<file path="config.mk">
export PLATFORM = sky130hd
export DESIGN_NAME = result_streamer
export DESIGN_NICKNAME = d
export VERILOG_FILES = /design/src/rtl/result_streamer_pkg.sv /design/src/rtl/result_streamer_gap_counter.sv /design/src/rtl/result_streamer.sv
export SDC_FILE = /design/constraint.sdc
export NUM_CORES = 1
export LEC_CHECK = 0
export CAP_MARGIN = 0
export CORE_MARGIN = 1.5
export CORE_UTILIZATION = 30
export CTS_CLUSTER_DIAMETER = 80
export DETAILED_ROUTE_END_ITERATION = 7
export PLACE_DENSITY_LB_ADDON = 0.3
export SLEW_MARGIN = 10
export SYNTH_ARGS = -nofsm -noshare
export SYNTH_HDL_FRONTEND = slang
export SYNTH_SLANG_ARGS = --single-unit
</file>
<file path="constraint.sdc">
create_clock -name clk -period 1.65 [get_ports clk]
set_input_delay 0.2475 -clock clk [delete_from_list [all_inputs] [get_ports clk]]
set_output_delay 0.2475 -clock clk [all_outputs]
set_load 0.01 [all_outputs]
</file>
<file path="src/rtl/result_streamer_pkg.sv">
// Shared encodings for result_streamer: output-mux selects, FSM states, frame length.
// Frame length grows to 5 bytes when RESULT_STREAMER_CHECKSUM_EN is defined.
package result_streamer_pkg;

    localparam logic [1:0] MUX_SEL_COUNTER_CARRY  = 2'd0;
    localparam logic [1:0] MUX_SEL_COUNTER_VALUE  = 2'd1;
    localparam logic [1:0] MUX_SEL_REGISTER_2_MSB = 2'd2;
    localparam logic [1:0] MUX_SEL_REGISTER_2_LSB = 2'd3;

    localparam logic [2:0] MUX_SOURCES = 3'd4;

`ifdef RESULT_STREAMER_CHECKSUM_EN
    localparam int unsigned FRAME_LEN      = 5;
    localparam logic [2:0]  CHECKSUM_INDEX = 3'd4;
`else
    localparam int unsigned FRAME_LEN      = 4;
`endif
    localparam logic [2:0] LAST_INDEX = 3'(FRAME_LEN - 1);

    typedef enum logic [2:0] {
        ST_IDLE,
        ST_SELECT,
        ST_CAPTURE,
        ST_SEND,
        ST_GAP
    } state_t;

    function automatic logic [1:0] sel_for_index(input logic [2:0] index);
        case (index)
            3'd0:    return MUX_SEL_COUNTER_CARRY;
            3'd1:    return MUX_SEL_COUNTER_VALUE;
            3'd2:    return MUX_SEL_REGISTER_2_MSB;
            default: return MUX_SEL_REGISTER_2_LSB;
        endcase
    endfunction

endpackage

</file>
<file path="src/rtl/result_streamer_gap_counter.sv">
// Loadable down-counter timing the idle gap between bytes of a frame.
// expire_o flags the final counted cycle so the FSM leaves GAP on that edge.
module result_streamer_gap_counter (
    input  logic       clk,
    input  logic       reset,
    input  logic       load_i,
    input  logic [3:0] load_val_i,
    input  logic       en_i,
    output logic       expire_o
);

    logic [3:0] count_q;
    logic [3:0] count_d;

    always_comb begin
        count_d = count_q;
        if (load_i) begin
            count_d = load_val_i;
        end else if (en_i && (count_q != 4'd0)) begin
            count_d = count_q - 4'd1;
        end
    end

    // NOTE: sequential state uses non-blocking assignments only, so every
    // register samples the pre-edge values regardless of block ordering.
    always_ff @(posedge clk) begin
        if (reset) begin
            count_q <= 4'd0;
        end else begin
            count_q <= count_d;
        end
    end

    assign expire_o = (count_q <= 4'd1);

endmodule

</file>
<file path="src/rtl/result_streamer.sv">
// Walks the output mux through its four sources and streams one byte per source
// on a valid/ready link. RESULT_STREAMER_CHECKSUM_EN appends an XOR checksum byte.
module result_streamer
    import result_streamer_pkg::*;
#(
    parameter int unsigned IDLE_GAP   = 0,
    parameter int unsigned DATA_WIDTH = 8
) (
    input  logic                  clk,
    input  logic                  reset,
    input  logic                  start,
    input  logic [DATA_WIDTH-1:0] mux_data,
    output logic [1:0]            mux_sel,
    output logic [DATA_WIDTH-1:0] out_data,
    output logic                  out_valid,
    input  logic                  out_ready,
    output logic                  busy,
    output logic                  done
);

    state_t                state_q, state_d;
    logic [2:0]            index_q, index_d;
    logic [1:0]            mux_sel_q, mux_sel_d;
    logic [DATA_WIDTH-1:0] out_data_q, out_data_d;
    logic                  out_valid_q, out_valid_d;
    logic                  done_q, done_d;
    logic                  gap_load;
    logic                  gap_en;
    logic                  gap_expire;
    logic [DATA_WIDTH-1:0] capture_byte;

    result_streamer_gap_counter u_gap_counter (
        .clk        (clk),
        .reset      (reset),
        .load_i     (gap_load),
        .load_val_i (4'(IDLE_GAP)),
        .en_i       (gap_en),
        .expire_o   (gap_expire)
    );

`ifdef RESULT_STREAMER_CHECKSUM_EN
    logic [DATA_WIDTH-1:0] xor_q;

    always_ff @(posedge clk) begin
        if (reset) begin
            xor_q <= '0;
        end else if (state_q == ST_IDLE && start) begin
            xor_q <= '0;
        end else if (state_q == ST_CAPTURE) begin
            xor_q <= xor_q ^ mux_data;
        end
    end

    assign capture_byte = (index_q == CHECKSUM_INDEX) ? xor_q : mux_data;
`else
    assign capture_byte = mux_data;
`endif

    // NOTE: every signal written here gets a default first, so no path through
    // the case statement can leave one unassigned and infer a latch.
    always_comb begin
        state_d     = state_q;
        index_d     = index_q;
        mux_sel_d   = mux_sel_q;
        out_data_d  = out_data_q;
        out_valid_d = out_valid_q;
        done_d      = 1'b0;
        gap_load    = 1'b0;
        gap_en      = 1'b0;

        case (state_q)
            ST_IDLE: begin
                if (start) begin
                    state_d = ST_SELECT;
                    index_d = 3'd0;
                end
            end
            ST_SELECT: begin
                state_d = ST_CAPTURE;
            end
            ST_CAPTURE: begin
                out_data_d  = capture_byte;
                out_valid_d = 1'b1;
                state_d     = ST_SEND;
            end
            ST_SEND: begin
                if (out_ready) begin
                    out_valid_d = 1'b0;
                    if (index_q == LAST_INDEX) begin
                        done_d  = 1'b1;
                        state_d = ST_IDLE;
                    end else begin
                        index_d = 3'(index_q + 3'd1);
                        if (IDLE_GAP > 0) begin
                            gap_load = 1'b1;
                            state_d  = ST_GAP;
                        end else begin
                            state_d = ST_SELECT;
                        end
                    end
                end
            end
            ST_GAP: begin
                gap_en = 1'b1;
                if (gap_expire) begin
                    state_d = ST_SELECT;
                end
            end
            default: begin
                state_d = ST_IDLE;
            end
        endcase

        // Select is set on entry to SELECT so the mux settles for a full cycle before CAPTURE.
        if (state_d == ST_SELECT && index_d < MUX_SOURCES) begin
            mux_sel_d = sel_for_index(index_d);
        end
    end

    always_ff @(posedge clk) begin
        if (reset) begin
            state_q     <= ST_IDLE;
            index_q     <= 3'd0;
            mux_sel_q   <= MUX_SEL_COUNTER_CARRY;
            out_data_q  <= '0;
            out_valid_q <= 1'b0;
            done_q      <= 1'b0;
        end else begin
            state_q     <= state_d;
            index_q     <= index_d;
            mux_sel_q   <= mux_sel_d;
            out_data_q  <= out_data_d;
            out_valid_q <= out_valid_d;
            done_q      <= done_d;
        end
    end

    assign mux_sel   = mux_sel_q;
    assign out_data  = out_data_q;
    assign out_valid = out_valid_q;
    assign done      = done_q;
    assign busy      = (state_q != ST_IDLE);

endmodule

</file>
* Word-level counts from Yosys, hierarchy flattened
Index checks and enable logic that the tools add are counted.
** Storage, ports and cells
- Bits in registers :: 22
- Input bits :: 12
- Output and inout port bits :: 13
- Logic and storage cells :: 45
** Operators by class
- Add/subtract/negate cells :: 2
- Magnitude comparators :: 2
- Equal/unequal tests :: 9
- Muxes and demuxes :: 14
- Bitwise logic cells :: 2
- Reduce and logical (&&, ||, !) cells :: 9
** Operators by type and width (count)
- $mux W3 :: 6
- $pmux W3 S5 :: 1
- $eq A3 B2 Y1 const B :: 4
- $eq A3 B1 Y1 const B :: 3
- $logic_not A3 Y1 :: 2
- $pmux W2 S3 :: 1
- $pmux W3 S2 :: 1
- $le A4 B1 Y1 const B :: 1
- $mux W1 :: 4
- $reduce_bool A4 Y1 :: 1
- $sub A4 B1 Y4 const B :: 1
- $add A3 B1 Y3 const B :: 1
- $eq A3 B3 Y1 const B :: 1
- $lt A3 B3 Y1 const B :: 1
- $reduce_bool A3 Y1 :: 1
- $reduce_or A3 Y1 :: 1
- $logic_and A1 B1 Y1 :: 2
- $ne A2 B2 Y1 const B :: 1
- $not A1 Y1 :: 2
- $pmux W1 S2 :: 1
- $reduce_and A2 Y1 :: 1
- $reduce_bool A2 Y1 :: 1

* Depth between registers and ports, before layout
- Depth in word-level cells :: 6
- Gate-level depth with buffers :: 6
- Gate-level depth less buffers :: 6

* Cells and area by module
From an unflattened synthesis, not the netlist that was laid out.
** Second synthesis, totals
- Cells, all modules :: 107
- Area, all modules :: 1021.0 um^2
** Modules (own cells, without submodules)
- result_streamer :: times used 1, cells each 74, area each 739.5 um^2, seq. area each 360.3 um^2
- result_streamer_gap_counter :: times used 1, cells each 33, area each 281.5 um^2, seq. area each 80.1 um^2

* Least setup slack after synthesis
Ideal clock, no wire load.
- Kind :: register to register
- Start :: reg index_q[0]
- End :: reg mux_sel_q[0] (netlist: mux_sel[0])
- Setup time :: 0.121 ns
- Arrival time :: 1.414 ns
- Required time :: 1.529 ns
- Slack :: 0.115 ns
- Cell stages (with the launch flop) :: 6
- Buffers on the path :: 0
- Clock period less this slack :: 1.535 ns
- Path through :: dfxtp_1 -> ha_1 -> a31o_2 -> a21oi_2 -> o311ai_2 -> mux2_2
** Between the ends
- Longest elaborated chain between the ends :: 6
- Elaborated cells between the ends (all ways) :: 16
- Those cells by class :: add/sub: 1; order compare: 1; eq/ne: 4; mux: 8; reduce/logical: 2
** Ends and longest elaborated chain
- start: declaration :: RTL line result_streamer.sv:22 : logic [2:0] index_q, index_d;
- start signal: assignment :: RTL line result_streamer.sv:130 : index_q <= index_d;
- $add A3 B1 Y3 or $eq A3 B2 Y1 (tied branches) :: RTL line result_streamer.sv:93, result_streamer.sv:89
- $mux W3 or $mux W1 (tied branches) :: RTL line result_streamer.sv:89 : if (index_q == LAST_INDEX) begin
- $mux W3 :: RTL line result_streamer.sv:87 : if (out_ready) begin
- $pmux W3 S2 or $pmux W3 S5 (tied branches) :: RTL line result_streamer.sv:71 : case (state_q)
- $lt A3 B3 Y1, or another cell as far along :: RTL line result_streamer.sv:115 : if (state_d == ST_SELECT && index_d < MUX_SOURCES) begin
- $logic_and A1 B1 Y1 or $pmux W2 S3 (tied branches) :: RTL line result_streamer.sv:115, result_streamer_pkg.sv:29
- end signal: assignment :: RTL line result_streamer.sv:131 : mux_sel_q <= mux_sel_d;
- end: declaration :: RTL line result_streamer.sv:23 : logic [1:0] mux_sel_q, mux_sel_d;
Parallel ways exist; a longest one is shown, timed or not.
A chain may end at the register's enable or synchronous reset.

* Final worst setup path
- Start :: reg state_q[1]
- End :: reg mux_sel_q[0] (netlist: mux_sel[0])
** Between the ends
- Longest elaborated chain between the ends :: 4
- Elaborated cells between the ends (all ways) :: 17
- Those cells by class :: order compare: 1; eq/ne: 7; mux: 6; reduce/logical: 3
** Ends and longest elaborated chain
- start: declaration :: RTL line result_streamer.sv:21 : state_t state_q, state_d;
- start signal: assignment :: RTL line result_streamer.sv:129 : state_q <= state_d;
- $eq A3 B2 Y1, or another cell as far along :: RTL line result_streamer.sv:71
- $pmux W3 S2 or $pmux W3 S5 (tied branches) :: RTL line result_streamer.sv:71
- $lt A3 B3 Y1, or another cell as far along :: RTL line result_streamer.sv:115
- $logic_and A1 B1 Y1 or $pmux W2 S3 (tied branches) :: RTL line result_streamer.sv:115, result_streamer_pkg.sv:29
Parallel ways exist; a longest one is shown, timed or not.

==> impl_metrics.yaml <==
synth:
  synth.distinct_cells: 40
  synth_top_family_by_area: "simple AND/OR/NAND/NOR gates"
  synth_seq_area_share_pct: 41.9
  synth_compound_area_share_pct: 11.1
  synth_top_cells_by_count: "22 x dfxtp_1, 16 x nor2_1, 8 x mux2i_1, 4 x ha_1"
  synth.most_common_cell: "dfxtp_1"
  synth_fa_ha_area_share_pct: 4.76
  synth.area.mux_share_pct: 9.76
  netlist_instances: 102
  avgSynthCellArea_um2: 10.3
  netlist_area_um2: 1050
  syn_nets: 118
  synth-async-reset-ratio_pct: 0
  synthTopCellsByArea: "dfxtp_1 42%, mux2i_1 7.6%, nor2_1 5.7%"
  ys.warnings.count: 0
  synthSimpleGateAreaFrac_pct: 26.3
  synth_top_area_share_pct: 41.9
  synth_largest_area_cell: "dfxtp_1"
  synth_xor_xnor_area_share_pct: 3.33
  synthFlopType: "dfxtp_1"
  ys_ff_latch: 22
  synth-edff-count: 0
critical_path:
  worstSetupPathType: "reg2reg"
  start_kind: "register"
  end_kind: "register"
  r2r_end: "mux_sel[0]"
  cp_max_fo: 8
  worstPathArrival_ns: 1.77
  cp_data_required_time_ns: 1.85
  worst-r2r-setup-slack_ns: 0.08
  critPathLaunch: "state_q[1]"
  r2r_cells: 5
  r2r_start: "state_q[1]"
floorplanning:
  rows: 21
  io_pins: 25
  initial_core_util_pct: 31.5
  core_area_um2: 3340
  die_h_um: 62.2
  die_area_um2: 3870
  die_width_um: 62.2
clock_network:
  cts_sinks: 22
  clk_latency_ns: 0.30
  cts_max_level: 1
  cts_max_path_buffers: 2
  cts_made_buffers: 3
  cts_tree: "built"
  clockRootBuffer: "clkbuf_4"
  cts.reportedPaths.clkPinSlew_ns: 0.11
  cts-hold-fix-buffers: 0
timing:
  max_freq_ghz: 0.637
  finClkSkew_ns: 0.00139
  post-route-worst-setup-slack_ns: 0.0813
  fin_crit_sh_pct: 95.1
  rsz0062_at_grt: "yes"
  setup_tns_ns: 0
  min_period_ns: 1.57
  drv_slew: 0
  worst_slew_pin_slew_ns: 0.286
  slew_headroom_pct: 80.9
  setup_viol: 0
  hold_violations: 0
worst_hold_path:
  min_to: "out_valid"
  min_path_type: "reg2reg"
  hp-start: "out_valid"
  min_path_cells: 2
placement:
  io_buffers: 24
  pre_cts_ws_ns: -0.187
  hpwlAfterDp_mm: 1.55
  place.gp.congestion: 0.751
route:
  dr.first_iter.drc_count: 37
  remaining_drc_errors: 0
  dr.pass1.iters: 3
  wirelength_mm: 2.07
  num_vias: 861
  postRouteAntennaNets: 0
  routed_via_density: 4.63
  wl_per_cell_um: 11.1
power:
  p_leak_nw: 0.586
  pwr_density_cell_nw_per_um2: 683
  totalPowerFinal_mw: 1.01
  peakVddDrop_v: 0.000367
global_routing:
  gr-total-overflow: 0
  met1_usage_pct: 14.4
  grt_max_degree: 17
  grt_pass1_vias: 875
  top_usage_layer: "met2"
  grt_util_met2_pct: 20.9
  grt_use_total_pct: 12.1
  grt_pass1_wl_mm: 3.86
  antenna_found_initial: 0
  use_met3_pct: 3.99
flow_run:
  maxCapViolations: 0
cells_and_area:
  area_growth_syn_to_layout_pct: 40.6
  drive_gt1_share_pct: 30.7
  nets: 158
  diodes: 0
run_status:
  status: "finished, final reports clean"
[stage by stage]
step	hold slack, ns	cells	utilization [%]	cell area [um^2]
6_report	0.507	186	44.3	1480
2_1_floorplan	0.315	102	-	1050
5_1_grt	0.540	186	44.3	1480
3_5_place_dp	0.483	181	42.4	1420
3_3_place_gp	0.476	181	42.4	1420
4_1_cts	0.516	186	43.8	1460
[registers in the layout (all words and copies together), names as in the netlist]
register               cells
done                       1
index_q                    3
mux_sel                    2
out_data                   8
out_valid                  1
state_q                    3
u_gap_counter.count_q      4
[critical path, cell delays in order (launching register included)]
cell      delay (ns)
dfxtp_4         0.36
buf_6           0.13
or4b_4          0.52
o211ai_1        0.13
a21oi_2         0.08
mux2_2          0.26
[how the worst max path moves through the flow]
stage,depth (start not counted),end
2_1_floorplan,5,mux_sel[0]
3_3_place_gp,5,mux_sel[0]
3_5_place_dp,5,mux_sel[1]
4_1_cts,7,mux_sel[1]
5_1_grt,7,mux_sel[1]
6_report,5,mux_sel[0]
[layout by cell type, fill, tap and decap left out, types with 2 or more instances in the layout]
master,count
o211ai_1,2
dfxtp_4,3
buf_4,13
xor2_1,3
dfxtp_2,3
a31o_2,2
nor3_1,2
mux2_2,2
a21oi_1,3
clkdlybuf4s50_1,23
a21oi_2,3
and2b_1,3
nor2_1,15
inv_1,2
dfxtp_1,16
nor2b_1,2
mux2i_1,8
clkbuf_4,3
nand3_1,3
ha_1,3
[timing repair]
action,in CTS,in global routing
pin swaps,0,3
resized for setup,6,10
buffers inserted,2,0
setup endpoints to repair,1,3
[area by class of cell]
| type | instances | area (um^2) |
|---|---|---|
| multi-input cells | 75 | 591 |
| flip-flops and latches | 22 | 455 |
| clock buffers | 3 | 22.5 |
| inverters | 2 | 7.51 |
| repair buffers | 38 | 344 |
| fillers | 344 | 1860 |
| well taps | 46 | 57.6 |
[kinds of logic after synthesis]
logic type	after synthesis
DFF	22
adders and majority gates	4
xor gates and xnor gates	4
and+or+nand+nor	42
AOI/OAI and AO/OA	15
buffers and inverters	5
muxes	10
[layer usage]
metal | vias to the layer above | share of wire (%)
met5 | - | 0
met4 | 0 | 1.0
met3 | 2 | 3.5
met2 | 9 | 51
met1 | 409 | 45
li1 | 441 | -
[report_power, final]
part	internal, mW	switching, mW	total, mW
registers	0.551	0.0141	0.565
clock network	0.0851	0.149	0.234
logic	0.123	0.0870	0.210
total	0.759	0.250	1.01
Note: power is estimated with default switching activity, not from simulation.
==> edit (same flow settings) <==
Take the reset off `out_data_q` and load it in a clocked block of its own.
--- a/src/rtl/result_streamer.sv
+++ b/src/rtl/result_streamer.sv
@@ -122,17 +122,19 @@
             state_q     <= ST_IDLE;
             index_q     <= 3'd0;
             mux_sel_q   <= MUX_SEL_COUNTER_CARRY;
-            out_data_q  <= '0;
             out_valid_q <= 1'b0;
             done_q      <= 1'b0;
         end else begin
             state_q     <= state_d;
             index_q     <= index_d;
             mux_sel_q   <= mux_sel_d;
-            out_data_q  <= out_data_d;
             out_valid_q <= out_valid_d;
             done_q      <= done_d;
         end
+    end
+
+    always_ff @(posedge clk) begin
+        out_data_q <= out_data_d;
     end
 
     assign mux_sel   = mux_sel_q;
Formal check against the unedited RTL: differs if reset is asserted again (counterexample within 4 cycles, from zero or initial values and one cycle with reset high); with reset held inactive, the same outputs for 10 cycles.
==> edit against the original RTL <==
  * The flow now finishes with violations (setup timing)
  * Area after synthesis shrank 12%
  * Synthesized cell count shrank 17%
  * Routed wire length grew 8.3%
  * Non-clock buffer count grew 12
  * Cell area grew 3.2%
  * Via count shrank 5.3%
  * Worst hold slack lost 0.032 ns
  * Total power grew 18%
  * Global-route usage grew 2.9 points
  * Sequential cell count is the same
  * Setup slack lost 0.11 ns
==> edit: results (changes against the original RTL) <==
setup_ws_ns: -0.0320  # -0.113 ns
globalRouteTotalUtil_pct: 15.0  # +2.9 points
avgRoutedWirePerCell_um: 13.1  # +18%
via_per_inst: 4.77  # +3.0%
cts_setup_buffers: 6  # +4
status: "complete, but fails checks"
hold_path_end: "out_data[5]$_DFFE_PN_"
drive_gt1_share_pct: 36.2  # +5.5 points
synth_mux_area_share_pct: 2.42  # -7.3 points
avgSynthCellArea_sq_um: 10.9  # +6.1%
wl_met1_um: 861  # -6.7%
ys_top_cells_by_area: "dfxtp_1 (30%), edfxtp_1 (26%), ha_1 (5.4%)"
p_clk_w: 0.000416  # +78%
switchingPower_w: 0.000250  # +0.17%
drt_pass1_iterations: 4  # +1
violations: "setup timing"
stdcell_area_sq_um: 1530  # +3.2%
place_area_sq_um: 1370  # -3.1%
grt_pass1_vias: 802  # -8.3%
synthAdderAreaFrac_pct: 5.38  # +0.62 points
vias: 815  # -5.3%
ys_seq_area_share_pct: 56.0  # +14 points
grt_util_met3_pct: 5.27  # +1.3 points
startpoint: "u_gap_counter.count_q[1]$_SDFFE_PP0P_"
grt_pass1_wl_um: 3820  # -1.3%
clk_latency_ns: 0.32  # +0.02 ns
grt_max_degree: 14  # -3
synth_compound_area_share_pct: 5.79  # -5.3 points
finClkSkew_ns: 0.00399  # +0.00259 ns
synth_cell_types: 29  # -28%
cts-resized-gates: 17  # +11
peakVddDrop_v: 0.000558  # +52%
p_leak_nw: 0.582  # -0.70%
grt_util_met1_pct: 15.7  # +1.4 points
setup_tns_ns: -0.0838  # -0.0838 ns
dr.first_iter.drc_count: 7  # -81%
setup_viol: 3  # +3
==> edit: cell types whose count changed after synthesis, sizes merged, moves of 3 or more <==
cell and delta:
inv +3, mux2i -8, nand2 +3, edfxtp +8
dfxtp -8, and2b -3, a21oi -3, nor3 +7
nor2 -4, nand2b +3
==> edit: worst max-delay path, stage by stage (launching register included) <==
cell,delay (ns)
dfxtp_1,0.34
inv_2,0.08
ha_2,0.20
nor2_4,0.05
nor3_2,0.16
o21ai_2,0.10
nor4_4,0.31
mux2_1,0.35
==> edit: area by class of cell <==
class | count | area share, %
clock inverters | 1 | 1.97
flip-flops and latches | 22 | 34.4
multi-input cells | 57 | 29.6
clock buffers | 3 | 1.48
inverters | 5 | 1.23
repair buffers | 50 | 28.6
well taps | 33 | 2.71
